File: config.mk
export PLATFORM = sky130hd
export DESIGN_NAME = pwm_compare_stage_flat
export DESIGN_NICKNAME = d
export VERILOG_FILES = /design/src/rtl/pwm_compare_stage_if.sv /design/src/rtl/pwm_compare_stage.sv /design/src/flat_wrapper.sv
export SDC_FILE = /design/constraint.sdc
export NUM_CORES = 1
export LEC_CHECK = 0
export ABC_AREA = 1
export ABC_CLOCK_PERIOD_IN_PS = 2200
export CORE_AREA = 2 2 39 41
export DETAILED_ROUTE_END_ITERATION = 12
export DIE_AREA = 0 0 41 43
export GPL_TIMING_DRIVEN = 0
export PLACE_DENSITY = 0.8
export SYNTH_ARGS = -nofsm -noshare
export SYNTH_HDL_FRONTEND = slang
export SYNTH_SLANG_ARGS = --single-unit
File: constraint.sdc
create_clock -name clk -period 2.2 [get_ports clk]
set_clock_uncertainty 0.05 [all_clocks]
set_input_delay 0.44 -clock clk [delete_from_list [all_inputs] [get_ports clk]]
set_output_delay 0.44 -clock clk [all_outputs]
set_load 0.005 [all_outputs]
File: src/rtl/pwm_compare_stage_if.sv
// Duty handshake, counter input and PWM outputs of pwm_compare_stage.
//   master: counter/duty source. It drives count, duty_in and duty_valid.
//   slave : compare stage. It drives duty_ready, pwm_out, period_done and active_duty.
interface pwm_compare_stage_if #(
    parameter int unsigned LENGTH = 3
);
    logic [LENGTH-1:0] count;
    logic [LENGTH:0]   duty_in;
    logic              duty_valid;
    logic              duty_ready;
    logic              pwm_out;
    logic              period_done;
    logic [LENGTH:0]   active_duty;

    modport master (
        output count, duty_in, duty_valid,
        input  duty_ready, pwm_out, period_done, active_duty
    );

    modport slave (
        input  count, duty_in, duty_valid,
        output duty_ready, pwm_out, period_done, active_duty
    );
endinterface

File: src/rtl/pwm_compare_stage.sv
// PWM compare stage with a double-buffered duty value.
// It compares the free-running mod-N count against the active duty and registers the PWM
// output. A new duty waits in a pending register and takes effect only at a period boundary.
// When the boundary itself accepts a duty and nothing is pending, the new duty applies
// directly.
// Ports:
//   clk  - rising-edge clock
//   rst  - asynchronous active-high reset
//   bus  - slave modport:
//            count, duty_in, duty_valid -> into this block
//            duty_ready, pwm_out, period_done, active_duty <- out of this block
module pwm_compare_stage #(
    parameter int unsigned N      = 6,
    parameter int unsigned LENGTH = 3
) (
    input logic                 clk,
    input logic                 rst,
    pwm_compare_stage_if.slave  bus
);

    localparam logic [LENGTH-1:0] LastCount = LENGTH'(N - 1);
    localparam logic [LENGTH:0]   DutyMax   = (LENGTH + 1)'(N);

    logic [LENGTH:0] active_q, active_d;
    logic [LENGTH:0] pending_q, pending_d;
    logic            pending_full_q, pending_full_d;
    logic            pwm_q, pwm_d;
    logic            period_done_q, period_done_d;

    logic            boundary;
    logic            accept;
    logic [LENGTH:0] duty_clamped;

    always_comb begin
        // A count of N or above never equals N-1, so it is never a boundary.
        boundary     = (bus.count == LastCount);
        accept       = bus.duty_valid && !pending_full_q;
        duty_clamped = (bus.duty_in > DutyMax) ? DutyMax : bus.duty_in;

        active_d       = active_q;
        pending_d      = pending_q;
        pending_full_d = pending_full_q;

        if (boundary && pending_full_q) begin
            active_d       = pending_q;
            pending_full_d = 1'b0;
        end else if (boundary && accept) begin
            active_d = duty_clamped;
        end else if (accept) begin
            pending_d      = duty_clamped;
            pending_full_d = 1'b1;
        end

        // The compare uses the duty in effect before this edge's update.
        pwm_d         = ({1'b0, bus.count} < active_q);
        period_done_d = boundary;
    end

    always_ff @(posedge clk or posedge rst) begin
        if (rst) begin
            active_q       <= '0;
            pending_q      <= '0;
            pending_full_q <= 1'b0;
            pwm_q          <= 1'b0;
            period_done_q  <= 1'b0;
        end else begin
            active_q       <= active_d;
            pending_q      <= pending_d;
            pending_full_q <= pending_full_d;
            pwm_q          <= pwm_d;
            period_done_q  <= period_done_d;
        end
    end

    assign bus.duty_ready  = !pending_full_q;
    assign bus.pwm_out     = pwm_q;
    assign bus.period_done = period_done_q;
    assign bus.active_duty = active_q;

endmodule

File: src/flat_wrapper.sv
// flat-port wrapper written by rule: the top's interface ports become plain ports
module pwm_compare_stage_flat 
#(
    parameter int unsigned N      = 6,
    parameter int unsigned LENGTH = 3
)
  (clk, rst, bus_count, bus_duty_in, bus_duty_valid, bus_duty_ready, bus_pwm_out, bus_period_done, bus_active_duty);
  pwm_compare_stage_if #(.LENGTH(LENGTH)) bus_i ();
  input logic clk;
  input logic rst;
  input wire logic [$bits(bus_i.count)-1:0] bus_count;
  input wire logic [$bits(bus_i.duty_in)-1:0] bus_duty_in;
  input wire logic [$bits(bus_i.duty_valid)-1:0] bus_duty_valid;
  output wire logic [$bits(bus_i.duty_ready)-1:0] bus_duty_ready;
  output wire logic [$bits(bus_i.pwm_out)-1:0] bus_pwm_out;
  output wire logic [$bits(bus_i.period_done)-1:0] bus_period_done;
  output wire logic [$bits(bus_i.active_duty)-1:0] bus_active_duty;
  assign bus_i.count = bus_count;
  assign bus_i.duty_in = bus_duty_in;
  assign bus_i.duty_valid = bus_duty_valid;
  assign bus_duty_ready = bus_i.duty_ready;
  assign bus_pwm_out = bus_i.pwm_out;
  assign bus_period_done = bus_i.period_done;
  assign bus_active_duty = bus_i.active_duty;
  pwm_compare_stage #(.N(N), .LENGTH(LENGTH)) u_core (.clk(clk), .rst(rst), .bus(bus_i));
endmodule
==> flow_metrics.tcl <==
set metrics [dict create \
    status "completed" \
    finalHoldViolCount 0 \
    finalNetCount 102 \
    cp_num_cells 2 \
    synth_fp_nets 81 \
    grt_pass1_wl_um 1730 \
    cts_setup_buffers 0 \
    startpoint_type "flip-flop" \
    yosys.cell_types.count 15 \
    coreArea_sq_um 1380 \
    yosys.area.top_type "dfrtp_1" \
    p_seq_share_pct 47.3 \
    die_h_um 43 \
    ys_seq_area_share_pct 48.0 \
    synth_top_area_share_pct 48.0 \
    layout_common_cells "nand2_1 (18), clkdlybuf4s50_1 (16), dfrtp_1 (11)" \
    p_int_mw 0.393 \
    drcViolationCount 0 \
    cp-end-kind "output port" \
    cts_tree "built" \
    cts_buffers 3 \
    num-fill-cells 127 \
    syn-cell-area_sq_um 573 \
    cts-resized-gates 0 \
    cap_violations 0 \
    setup_violations 0 \
    die_x_um 41 \
    place.gp.congestion 0.735 \
    min_period_over_period_pct 82.0 \
    r2r_slack_ns 1.11 \
    fmax_ghz 0.554 \
    hold_buffers 0 \
    antennaDiodeCount 0 \
    max_slew_margin_pct 72.5 \
    avgSynthCellArea_sq_um 8.31 \
    syn-instance-count 69 \
    grt_overflow_total 0 \
    critPathTopFamily "buffers and inverters" \
    rsz0062_at_grt "no" \
    p_leak_nw 0.384 \
    die_area_sq_um 1760 \
    critPathSlowestCell "clkdlybuf4s50_1" \
    reg2reg_from "u_core.bus.active_duty[1]" \
    clkTransAtPathRegs_ns 0.06 \
    drt_iter0_markers 10 \
    criticalPathCategory "flip-flop to output port" \
    port_buffers 16 \
    critPathLaunch "u_core.pending_full_q" \
    grt_max_degree 12 \
    worst_r2r_endpoint "u_core.bus.pwm_out" \
    worstSkewPairLatency_ns 0.26 \
    place_inst 101 \
    ctsLongestPathBuffers 2 \
    utilization_pct 56.3 \
    ys_seq_elements 11 \
    grt_usage_pct 14.7 \
    antenna_found_initial 0 \
    avgRoutedWirePerCell_um 9.91 \
    routed_wl_um 1040 \
    cts_sinks 11 \
    cp.required_ns 1.71 \
    powerDensity_nw_per_um2 699 \
    timing.setup.tns_ns 0 \
    min_period_ns 1.80 \
    post_route_cells_drive_above_1_share_pct 15.7 \
    pin_count 17 \
    start_util_pct 41.4 \
    htreeDepth 1 \
    tightest_slew_ns 0.412 \
    viasPerCell 4.71 \
    syn2layout_area_growth_pct 36.0 \
    hold_class "input port to asynchronous set/reset pin" \
    grt_pass1_vias 416 \
    worstRegToRegCells 5 \
    instances_no_fill 105 \
    crit_chain "inv_2 > clkdlybuf4s50_1" \
    multi_input_area_sq_um 253 \
    final_common_cell "nand2_1" \
    place_hpwl_um 816 \
    crit_arrival_ns 1.31 \
    synth_top_cells_by_area "dfrtp_1 (48%), nand2_1 (12%), inv_1 (6.6%), nor2_1 (4.6%), ha_1 (4.4%)" \
    switching_share_pct 27.9 \
    dr.pass1.iters 4 \
    endpoint "bus_duty_ready" \
    p_clk_share_pct 24.1 \
    root_buffer "clkbuf_4" \
    peakVddDrop_v 0.000428 \
    switchingPower_mw 0.152 \
    ant_nets 0 \
    register_area_sq_um 275 \
    cp_max_fo 8 \
    yosys_warnings 0 \
    rows 14 \
    path_buf_inv 2 \
    comb_power_share_pct 28.6 \
    num_vias 495 \
    slowest_delay_ns 0.52 \
    hold_ws_ns 0.422 \
    slew_viol_final 0 \
]
==> sequential cells by signal, summed over array words and instances (netlist names) <==
register,count
u_core.pending_q,4
u_core.bus.active_duty,4
u_core.bus.period_done,1
u_core.bus.pwm_out,1
u_core.pending_full_q,1
==> layout make-up <==
type,count,area share [%]
clock buffer,4,3.37
sequential,11,35.3
inverter,12,5.78
timing repair buffer,16,20.5
multi-input combinational,46,32.4
tap,16,2.57
==> cell usage after synthesis <==
cell type,number
a21oi_1,2
nand2_1,18
nor2_2,3
nand2_4,1
nand2_2,2
nor2_8,1
inv_1,10
ha_1,2
nand3_2,2
inv_2,2
nand3_1,2
a31oi_1,1
o21ai_1,5
dfrtp_1,11
nor2_1,7
==> worst min path at each step <==
| stage | end | startpoint |
|---|---|---|
| floorplan | u_core.bus.active_duty[0] | rst |
| CTS | u_core.pending_q[3] | rst |
| global placement | u_core.pending_q[1] | u_core.pending_q[1] |
| global route | u_core.bus.pwm_out | rst |
| finish | u_core.bus.pwm_out | rst |
| detailed placement | u_core.pending_q[2] | u_core.pending_q[2] |
==> layer usage <==
metal / global-route usage (%) / up-vias / part of all wire (%)
met2: 21.3 / 18 / 44
met5: 0 / - / 0
met1: 18.8 / 222 / 48
li1: - / 251 / -
met3: 3.14 / 4 / 6.7
met4: 10.0 / 0 / 1.5
==> power by group through the flow <==
stage / Sequential (mW) / Combinational, mW / Clock, mW
after floorplan: 0.260 / 0.0764 / 0
after global placement: 0.259 / 0.153 / 0
after detailed placement: 0.261 / 0.158 / 0
after CTS: 0.258 / 0.159 / 0.139
after global routing: 0.260 / 0.179 / 0.150
final: 0.258 / 0.156 / 0.131
==> worst reg2reg max path, cell delays in order (launching register included) <==
cell     delay (ns)
dfrtp_1        0.37
inv_1          0.05
ha_1           0.28
o21ai_1        0.07
nand2_1        0.06
a21oi_1        0.14
==> logic make-up (layout without fill, tap and decap cells) <==
family | after synthesis | after routing | synth area share, %
simple gates | 36 | 36 | 32.5
buf+inv | 12 | 32 | 7.86
flops | 11 | 11 | 48.0
compound gates | 8 | 8 | 7.21
fa+ha+maj | 2 | 2 | 4.37
==> metrics by stage <==
| stage | setup slack (ns) | instance area, sq um | power [mW] |
|---|---|---|---|
| final | 0.395 | 779 | 0.545 |
| after global placement | 0.483 | 753 | 0.412 |
| after detailed placement | 0.451 | 753 | 0.419 |
| after CTS | 0.378 | 779 | 0.555 |
| after floorplan | 1.17 | 573 | 0.336 |
| after global routing | 0.336 | 779 | 0.590 |
Power figures use the tool's default switching activity.
